===== config.mk =====
export PLATFORM = sky130hd
export DESIGN_NAME = alu_flags_reader
export DESIGN_NICKNAME = d
export VERILOG_FILES = /design/src/rtl/alu_pkg.sv /design/src/rtl/cond_eval.sv /design/src/rtl/alu_flags_reader.sv
export SDC_FILE = /design/constraint.sdc
export NUM_CORES = 1
export LEC_CHECK = 0
export BUFFER_PORTS_ARGS = -buffer_cell sky130_fd_sc_hd__buf_4
export CAP_MARGIN = 20
export CORE_AREA = 2 2 51 53
export DETAILED_ROUTE_END_ITERATION = 16
export DIE_AREA = 0 0 53 55
export PLACE_DENSITY = 0.83
export SYNTH_ARGS = -nofsm -noshare
export SYNTH_HDL_FRONTEND = slang
export SYNTH_HIERARCHICAL = 1
export SYNTH_SLANG_ARGS = --single-unit

===== constraint.sdc =====
create_clock -name clk -period 2.05 [get_ports clk]
set_input_delay 0 -clock clk [delete_from_list [all_inputs] [get_ports clk]]
set_output_delay 0 -clock clk [all_outputs]
set_load 0.01 [all_outputs]

===== src/rtl/alu_pkg.sv =====
// Shared ALU status definitions: flag bit positions, branch condition codes
// and the flags-reader FSM states.
package alu_pkg;

    localparam int FLAG_Z = 0;
    localparam int FLAG_S = 1;
    localparam int FLAG_C = 2;
    localparam int FLAG_V = 3;

    typedef enum logic [3:0] {
        COND_EQ = 4'd0,
        COND_NE = 4'd1,
        COND_HS = 4'd2,
        COND_LO = 4'd3,
        COND_MI = 4'd4,
        COND_PL = 4'd5,
        COND_VS = 4'd6,
        COND_VC = 4'd7,
        COND_HI = 4'd8,
        COND_LS = 4'd9,
        COND_GE = 4'd10,
        COND_LT = 4'd11,
        COND_GT = 4'd12,
        COND_LE = 4'd13,
        COND_AL = 4'd14,
        COND_NV = 4'd15
    } cond_t;

    typedef enum logic [1:0] {
        ST_IDLE = 2'd0,
        ST_EVAL = 2'd1,
        ST_RESP = 2'd2
    } state_t;

endpackage


===== src/rtl/cond_eval.sv =====
// Combinational branch-condition evaluator: maps a condition code and the
// Z/S/C/V flags to a taken bit. Shared with the sequencer.
module cond_eval
    import alu_pkg::*;
(
    input  logic [3:0] flags,
    input  logic [3:0] cond_code,
    output logic       taken
);

    logic z, s, c, v;

    assign z = flags[FLAG_Z];
    assign s = flags[FLAG_S];
    assign c = flags[FLAG_C];
    assign v = flags[FLAG_V];

    always_comb begin
        taken = 1'b0;
        case (cond_t'(cond_code))
            COND_EQ: taken = z;
            COND_NE: taken = !z;
            COND_HS: taken = c;
            COND_LO: taken = !c;
            COND_MI: taken = s;
            COND_PL: taken = !s;
            COND_VS: taken = v;
            COND_VC: taken = !v;
            COND_HI: taken = c && !z;
            COND_LS: taken = !c || z;
            COND_GE: taken = (s == v);
            COND_LT: taken = (s != v);
            COND_GT: taken = !z && (s == v);
            COND_LE: taken = z || (s != v);
            COND_AL: taken = 1'b1;
            COND_NV: taken = 1'b0;
            default: taken = 1'b0;
        endcase
    end

endmodule


===== src/rtl/alu_flags_reader.sv =====
// Latches ALU result/flags and answers branch-condition queries.
// Optional saturating V-flag counter is built when ALU_FLAGS_STICKY_EN is defined.
module alu_flags_reader
    import alu_pkg::*;
#(
    parameter int WIDTH = 8
) (
    input  logic             clk,
    input  logic             rst_n,
    input  logic             flags_valid,
    input  logic [WIDTH-1:0] result,
    input  logic [3:0]       status_flags,
    input  logic             cond_req,
    input  logic [3:0]       cond_code,
    output logic             cond_ready,
    output logic             resp_valid,
    output logic             resp_taken,
    input  logic             resp_ready,
    output logic [WIDTH-1:0] result_q,
    output logic [3:0]       flags_q,
    input  logic             sticky_clr,
    output logic [7:0]       ovf_count,
    output logic [1:0]       fsm_state
);

    state_t     state;
    logic [3:0] code_q;
    logic       taken;

    always_ff @(posedge clk or negedge rst_n) begin
        if (!rst_n) begin
            result_q <= '0;
            flags_q  <= '0;
        end else if (flags_valid) begin
            result_q <= result;
            flags_q  <= status_flags;
        end
    end

    cond_eval u_cond_eval (
        .flags     (flags_q),
        .cond_code (code_q),
        .taken     (taken)
    );

    // Handshakes: a query transfers on a rising edge where cond_req && cond_ready;
    // a response transfers on a rising edge where resp_valid && resp_ready, and
    // resp_taken is held unchanged from resp_valid rising until that transfer.
    always_ff @(posedge clk or negedge rst_n) begin
        if (!rst_n) begin
            state      <= ST_IDLE;
            code_q     <= 4'd0;
            cond_ready <= 1'b1;
            resp_valid <= 1'b0;
            resp_taken <= 1'b0;
        end else begin
            case (state)
                ST_IDLE: begin
                    if (cond_req) begin
                        code_q     <= cond_code;
                        cond_ready <= 1'b0;
                        state      <= ST_EVAL;
                    end
                end
                ST_EVAL: begin
                    // flags_q is read before any write landing on this edge
                    resp_taken <= taken;
                    resp_valid <= 1'b1;
                    state      <= ST_RESP;
                end
                ST_RESP: begin
                    if (resp_ready) begin
                        resp_valid <= 1'b0;
                        cond_ready <= 1'b1;
                        state      <= ST_IDLE;
                    end
                end
                default: begin
                    resp_valid <= 1'b0;
                    cond_ready <= 1'b1;
                    state      <= ST_IDLE;
                end
            endcase
        end
    end

    assign fsm_state = state;

`ifdef ALU_FLAGS_STICKY_EN
    logic [7:0] ovf_cnt_q;

    // Clear has priority over a simultaneous overflow increment.
    always_ff @(posedge clk or negedge rst_n) begin
        if (!rst_n) begin
            ovf_cnt_q <= 8'd0;
        end else if (sticky_clr) begin
            ovf_cnt_q <= 8'd0;
        end else if (flags_valid && status_flags[FLAG_V] && (ovf_cnt_q != 8'hFF)) begin
            ovf_cnt_q <= ovf_cnt_q + 8'd1;
        end
    end

    assign ovf_count = ovf_cnt_q;
`else
    logic unused_sticky_clr;

    assign unused_sticky_clr = sticky_clr;
    assign ovf_count         = 8'd0;
`endif

endmodule


# [Word level (Yosys, flattened, before mapping)]
# Index checks and enable logic that the tools add are counted.
[classes] add_sub_neg=0 mul=0 div_mod_pow=0 magnitude_cmp=0 eq_ne=21 shift=0 n_mux=9 bitwise_logic=2 n_reduce_logical=14
[ops] cell="== test 4 bit (second input constant)" count=8
[ops] cell="== test 4 x 3 -> 1 bit (second input constant)" count=4
[ops] cell="one-hot mux 1 bit (16 select lines)" count=1
[ops] cell="== test 4 x 2 -> 1 bit (second input constant)" count=2
[ops] cell="one-hot mux 1 bit (3 select lines)" count=2
[ops] cell="one-hot mux 2 bit (3 select lines)" count=1
[ops] cell="AND reduction 2 bit" count=3
[ops] cell="== test 4 x 1 -> 1 bit (second input constant)" count=1
[ops] cell="logical NOT 1 bit" count=4
[ops] cell="logical NOT 4 bit" count=1
[ops] cell="two-way mux 2 bit" count=2
[ops] cell="!= test 2 bit (second input constant)" count=2
[ops] cell="two-way mux 1 bit" count=3
[ops] cell="AND reduction 3 bit" count=1
[ops] cell="== test 2 x 1 -> 1 bit (second input constant)" count=1
[ops] cell="== test 2 bit (second input constant)" count=1
[ops] cell="logical AND 1 bit" count=2
[ops] cell="logical NOT 2 bit" count=1
[ops] cell="logical OR 1 bit" count=2
[ops] cell="NOT 1 bit" count=2
[ops] cell="== test 1 bit" count=1
[ops] cell="!= test 1 bit" count=1
[totals] ff_bits=21 latchBits=0 mem_bits_rw=0 romBits=0 inputBits=22 out_inout_bits=25 word_cells=53 memories=0

# [Longest topological paths before layout]
# Gate-level depths: netlist of run 1.
[logic_depth] word_depth=3 mapped_depth=7 ltp_nobuf=6

# [By module]
# The synthesis of run 1 kept the hierarchy.
[modules_own_cells] mod="alu_flags_reader" instances=1 cells_per_inst=59 area_per_inst_um2=879.6 seq_area_each_um2=526.8
[modules_own_cells] mod="cond_eval" instances=1 cells_per_inst=23 area_per_inst_um2=155.1 seq_area_each_um2=0.0

# [Worst setup path after synthesis of run 1]
# Ideal clock, no wire load.
[synth_timing] kind="flip-flop to flip-flop" from="reg flags_q[1]" to="reg resp_taken" setup_ns=0.127 arrival_ns=1.470 required_time_ns=1.923 setup_slack_ns=0.453 path_stages_with_launch=7 path_buffers=0 period_less_slack_ns=1.597 path_cell_list="dfrtp_1 > xor2_1 > xor2_1 > a2111oi_1 > a311oi_1 > o22ai_1 > mux2_1"
[synth_via] elab_chain_cells=3 word_cells_on_any_way=6 classes_between="eq/ne: 2; mux: 1; reduce/logical: 3"
[synth_lines] element="start: declaration" line_no="alu_flags_reader.sv:20" rtl="output logic [3:0] flags_q,"
[synth_lines] element="start signal: assignment" line_no="alu_flags_reader.sv:36" rtl="flags_q <= status_flags;"
[synth_lines] element="!= test 1 bit or == test 1 bit (tied branches)"
[synth_lines] element="logical OR 1 bit or logical AND 1 bit (tied branches)" line_no="cond_eval.sv:34, cond_eval.sv:33"
[synth_lines] element="one-hot mux 1 bit (16 select lines) (*)" line_no="cond_eval.sv:20" rtl="case (cond_t'(cond_code))"
[synth_lines] element="named net taken" line_no="alu_flags_reader.sv:28" rtl="logic taken;"
[synth_lines] element="end signal: assignment" line_no="alu_flags_reader.sv:67" rtl="resp_taken <= taken;"
[synth_lines] element="end: declaration" line_no="alu_flags_reader.sv:17" rtl="output logic resp_taken,"
# The timed path passes the listed nets; every way through them passes the cells marked *.
# A chain may end at the register's enable or synchronous reset.

# [Worst setup path in the final report of run 1]
[layout_timing] from="reg code_q[0]" to="reg resp_taken"
[layout_via] elab_chain_cells=2 word_cells_on_any_way=17 classes_between="eq/ne: 15; mux: 1; reduce/logical: 1"
[layout_lines] element="start: declaration" line_no="alu_flags_reader.sv:27" rtl="logic [3:0] code_q;"
[layout_lines] element="start signal: assignment" line_no="alu_flags_reader.sv:60" rtl="code_q <= cond_code;"
[layout_lines] element="== test 4 bit, or another cell as far along" line_no="cond_eval.sv:20"
[layout_lines] element="one-hot mux 1 bit (16 select lines) (*)" line_no="cond_eval.sv:20"
[layout_lines] element="named net taken" line_no="alu_flags_reader.sv:28"
# Marked as above.

==> qor.yml, run 1 <==
yosys:
  ys_seq_area_share_pct: 50.9
  synthAdderAreaFrac_pct: 0
  syn-instance-count: 82
  synth-simple-area-share_pct: 9.07
  synth_compound_area_share_pct: 7.62
  syn_avg_cell_area_um2: 12.6
  ys_seq_elements: 21
  yosys_warnings: 6
  synth_top_family_by_area: "multiplexers"
  synth_area_mm2: 0.00103
  yosysUniqueCellTypes: 29
  synthXorXnorAreaFrac_pct: 3.39
  muxShareOfSynthArea_pct: 20.9
cts:
  path_clk_slew_ps: 100
  cts-hold-fix-buffers: 19
  htreeDepth: 1
  clockBufferDepth: 2
  cts_sinks: 21
  numCtsBuffers: 3
  clockRootBuffer: "clkbuf_4"
  post_cts_resized: 0
  cts_tree: "built"
  clk-insertion-delay-late_ps: 290
  postCtsSetupBuffers: 0
critical_path:
  crit_chain: "nor2_1, a211oi_1, a2111oi_1, a311oi_1, o22ai_1, mux2_1"
  crit_path_end_kind: "register"
  path_class: "register to register"
  crit_buf_inv: 0
  path_delay_family: "compound AO/OA/AOI/OAI gates"
  crit_fanout: 9
  crit_required_ps: 2240
  slowest_delay_ps: 540
  worst_ep_arrival_time_ps: 1940
  critPathLaunchType: "register"
  slowest_stage: "dfrtp_1"
  r2r_slack_ps: 300
timing:
  clock.fmax_mhz: 571
  setup_viol: 0
  slew_violations: 0
  hold_violations: 0
  post-route-min-period_ps: 1750
  period_share_pct: 85.4
  finalSetupTns_ps: 0
  skew_ps: 0.880
  rsz0062_at_grt: "no"
global_routing:
  grt.overflow.total: 0
  antenna_found_initial: 0
  grt_pass1_vias: 771
  grt_start_max_net_pins: 22
  track_usage_pct: 16.8
  grt_pass1_wl_mm: 3.44
layout:
  antenna_cells: 0
  mostFrequentLayoutCell: "buf_4"
  layout-drive-gt1-share_pct: 42.8
  final_nets: 161
  seqCellArea_um2: 527
  layout_common_cells: "37 x buf_4, 20 x dfrtp_1, 19 x dlygate4sd3_1"
  multi_input_area_um2: 454
  nFillCells: 183
  syn2layout_area_growth_pct: 46.6
worst_hold_path:
  hp-class: "primary input to register"
placed_design:
  dpl.hpwl_mm: 1.48
  gp_congestion: 0.717
  portBuffers: 37
pwr:
  p_clk_share_pct: 12.8
  seq_power_share_pct: 47.0
  finalPower_w: 0.00147
  internal_power_w: 0.000965
  sw_frac_of_total_pct: 34.5
  irDropWorstVdd_v: 0.000624
  p_leak_nw: 0.710
  p_per_area_mw_per_mm2: 971
  combPwrFrac_pct: 40.2
  p_switching_w: 0.000508
drt:
  vias: 803
  dr.pass1.iters: 4
  wl_per_cell_um: 13.0
  drc: 0
  ant_nets: 0
  via_per_inst: 4.78
  wl_mm: 2.19
  drt_iter0_markers: 16
flow_run:
  cap_violations: 0
die:
  io_pins: 47
  rows: 18
  die_y_um: 55
  initial_core_util_pct: 43.8
  die_area_mm2: 0.00292
  coreArea_mm2: 0.00236
  die_w_um: 53
run_status:
  status: "finished clean"
==> cell type report <==
| cell class | instances | area share, % |
|---|---|---|
| Multi-Input combinational cell | 56 | 30.0 |
| Tap cell | 30 | 2.48 |
| Clock buffer | 4 | 1.73 |
| Inverter | 1 | 0.248 |
| Timing Repair Buffer | 56 | 30.9 |
| Sequential cell | 21 | 34.7 |
==> flip-flops by register name (all words and copies together), names as in the netlist <==
register and count:
result_q 8, code_q 4, flags_q 4, fsm_state 2
cond_ready 1, resp_taken 1, resp_valid 1
==> metrics by stage <==
step	setup slack [ps]	hold slack (ps)	instances	cell area [um2]	util (%)
detailed placement	349	-105	145	1300	55.0
global route	175	72.8	168	1520	64.1
CTS	329	68.8	168	1520	64.1
floorplan	453	-296	89	1060	-
global placement	399	-107	145	1300	55.0
finish	300	74.5	168	1520	64.1
==> cell usage after synthesis (all sizes together) <==
cell,instances,share of area [%]
dfrtp,20,48
mux2,17,20
buf,10,7.0
nor2,5,3.4
a21oi,4,1.9
nand2b,3,2.5
xor2,3,2.5
nand2,2,0.73
nor3,2,0.97
o21ai,2,0.97
a2111oi,1,0.97
a211oi,1,0.73
a311oi,1,0.85
clkbuf,1,0.36
conb,1,0.36
dfstp,1,2.5
inv,1,0.36
mux2i,1,0.97
nor2b,1,0.60
nor4b,1,0.85
o21a,1,0.73
o22a,1,0.85
o22ai,1,0.60
xnor2,1,0.85
==> cell families after synthesis <==
kind of cell / count (synthesis)
xor+xnor: 4
other cells: 1
buf+inv: 12
flops: 21
compound gates: 12
mux: 18
simple gates: 14
==> power by group through the flow <==
| stage | clock [W] | sequential, W | combinational [W] |
|---|---|---|---|
| after floorplan | 0 | 0.000666 | 0.000401 |
| after global placement | 0 | 0.000687 | 0.000539 |
| after detailed placement | 0 | 0.000697 | 0.000555 |
| after CTS | 0.000197 | 0.000692 | 0.000588 |
| after global routing | 0.000211 | 0.000710 | 0.000649 |
| final | 0.000189 | 0.000692 | 0.000593 |
==> metal layers <==
metal | GRT usage (%) | part of all wire, % | wire length [um]
met5 | 0 | 0 | 0
met4 | 8.97 | 1.8 | 40
met3 | 2.15 | 4.8 | 104
met2 | 30.2 | 54 | 1190
met1 | 19.8 | 39 | 857
==> worst paths after layout <==
kind,from,cells after the start,endpoint
setup reg to reg,code_q[0]$_DFFE_PN0P_,6,resp_taken$_DFFE_PN0N_
hold reg to reg,resp_valid$_DFFE_PN0P_,1,resp_valid$_DFFE_PN0P_
setup / recovery,code_q[0]$_DFFE_PN0P_,6,resp_taken$_DFFE_PN0N_
hold / removal,flags_valid,2,result_q[6]$_DFFE_PN0P_
min in group asynchronous,rst_n,2,code_q[2]$_DFFE_PN0P_
max in group asynchronous,rst_n,2,cond_ready$_DFFE_PN1P_
(Power assumes the default switching activity.)
==> inputs of run 2 (changes only) <==
PLACE_DENSITY = default   (was 0.83)
PLACE_DENSITY_LB_ADDON = 0.2   (was default)
==> run 2 against run 1 <==
- sequential cell count did not move
- routed wire length shrank 7.0%
- worst hold slack got worse by 12 ps
- via count is 0.25% lower
- register-to-register slack better by 30 ps
- maximum frequency rose by 2.0%
- core utilization unchanged
- setup slack better by 34 ps
- critical path type unchanged
- largest power group unchanged
==> qor.yml, run 2 (synthesized netlist as in run 1, its figures left out) <==
layout:
  layout_common_cells: "37 x buf_4, 20 x dfrtp_1, 19 x dlygate4sd3_1"
  antenna_cells: 0  # unchanged
  seqCellArea_um2: 527  # unchanged
  syn2layout_area_growth_pct: 46.6  # unchanged
  largest_reg_flops: 8  # unchanged
  final_nets: 161  # unchanged
  multi_input_area_um2: 454  # unchanged
  mostFrequentLayoutCell: "buf_4"
  top_register: "result_q"
  top_regs: "result_q x8, code_q x4, flags_q x4"
  fin_area_mm2: 0.00152  # unchanged
  nFillCells: 185  # +1.1%
  layout-drive-gt1-share_pct: 42.8  # unchanged
critical_path:
  crit_path_end_kind: "register"
  crit_chain: "nor2_1, a211oi_1, a2111oi_1, a311oi_1, o22ai_1, mux2_1"
  crit_required_ps: 2250  # about the same
  slowest_stage: "dfrtp_1"
  worst_ep_arrival_time_ps: 1920  # -20 ps
  crit_fanout: 9  # unchanged
  critPathLaunchType: "register"
  slowest_delay_ps: 540  # about the same
  path_class: "register to register"
die:
  coreArea_mm2: 0.00236  # unchanged
  rows: 18  # unchanged
  io_pins: 47  # unchanged
  die_y_um: 55  # unchanged
  initial_core_util_pct: 43.8  # unchanged
  die_w_um: 53  # unchanged
  die_area_mm2: 0.00292  # unchanged
cts:
  post_cts_resized: 0  # unchanged
  cts_tree: "built"
  numCtsBuffers: 3  # unchanged
  clockBufferDepth: 2  # unchanged
  clockRootBuffer: "clkbuf_4"
  cts-hold-fix-buffers: 19  # unchanged
  clk-insertion-delay-late_ps: 300  # about the same
  cts_sinks: 21  # unchanged
  path_clk_slew_ps: 110  # about the same
  htreeDepth: 1  # unchanged
  postCtsSetupBuffers: 0  # unchanged
placed_design:
  portBuffers: 37  # unchanged
  dpl.hpwl_mm: 1.41  # -5.1%
  placedInstanceArea_mm2: 0.00130  # unchanged
  gp_congestion: 0.792  # +10%
flow_run:
  cap_violations: 0  # unchanged
timing:
  clock.fmax_mhz: 583  # +2.0%
  setup_viol: 0  # unchanged
  slew_violations: 0  # unchanged
  skew_ps: 6.56  # +5.68 ps
  finalSetupTns_ps: 0  # unchanged
  post-route-min-period_ps: 1720  # -34.4 ps
  hold_violations: 0  # unchanged
  period_share_pct: 83.7  # -1.7 points
  rsz0062_at_grt: "no"
run_status:
  status: "finished clean"
global_routing:
  grt_pass1_wl_mm: 3.32  # -3.6%
  antenna_found_initial: 0  # unchanged
  track_usage_pct: 15.7  # -1.1 points
  grt_start_max_net_pins: 22  # unchanged
  grt_pass1_vias: 758  # -1.7%
  grt.overflow.total: 0  # unchanged
drt:
  drt_iter0_markers: 1  # -15
  ant_nets: 0  # unchanged
  routed-wl-met2_mm: 1.09  # -8.4%
  wl_per_cell_um: 12.1  # -7.0%
  dr_wl_met3_um: 90  # -13%
  dr.pass1.iters: 3  # -1
  drt-met1-wl_um: 815  # -4.9%
  routed.top_layer: "met4"
  vias: 801  # -0.25%
  wl_mm: 2.03  # -7.0%
  drc: 0  # unchanged
  via_per_inst: 4.77  # -0.25%
pwr:
  p_per_area_mw_per_mm2: 962  # -0.92%
  irDropWorstVdd_v: 0.000699  # +12%
  p_leak_nw: 0.710  # unchanged
worst_hold_path:
  hp-class: "primary input to register"
-- run 2: report_power, final --
group          internal [W]  switching, W  total, W
registers          0.000530      0.000156  0.000686
clock network     0.0000759      0.000119  0.000195
logic              0.000359      0.000219  0.000579
total              0.000965      0.000495   0.00146
-- run 2: worst max-delay path: cells and delay by family, from the launching register on --
kind / cells / cell delay, ps
DFF: 1 / 540
and+or+nand+nor: 1 / 130
AOI/OAI and AO/OA: 4 / 670
muxes: 1 / 290
-- run 2: layout make-up --
type,instances,area share [%]
multi-input cells,56,30.0
well taps,30,2.48
flip-flops and latches,21,34.7
inverters,1,0.248
clock buffers,4,1.73
repair buffers,56,30.9
-- run 2: final timing paths --
path	to	slack, ps	depth (start not counted)	from
worst max-delay path	resp_taken$_DFFE_PN0N_	330	6	code_q[0]$_DFFE_PN0P_
worst min-delay path	result_q[1]$_DFFE_PN0P_	60	2	flags_valid
worst max register to register	resp_taken$_DFFE_PN0N_	330	6	code_q[0]$_DFFE_PN0P_
worst min register to register	resp_valid$_DFFE_PN0P_	500	1	resp_valid$_DFFE_PN0P_
max in group asynchronous	cond_ready$_DFFE_PN1P_	1690	2	rst_n
min in group asynchronous	result_q[1]$_DFFE_PN0P_	100	2	rst_n
-- run 2: per-stage QoR --
stage                     setup slack [ps]  instances  hold slack, ps  utilization (%)  power (W)
final                                  334        168            62.1             64.1    0.00146
after global routing                  98.0        168            77.3             64.1    0.00157
after CTS                              324        168            65.4             64.1    0.00148
after detailed placement               332        145            -102             55.0    0.00125
after global placement                 375        145            -107             55.0    0.00123
after floorplan                        453         89            -296                -    0.00107
-- run 2: layer usage --
layer  GRT usage [%]  vias to the layer above
met5               0                        -
met4            7.69                        0
met3            2.15                        5
met2            27.3                       27
met1            19.4                      384
li1                -                      385
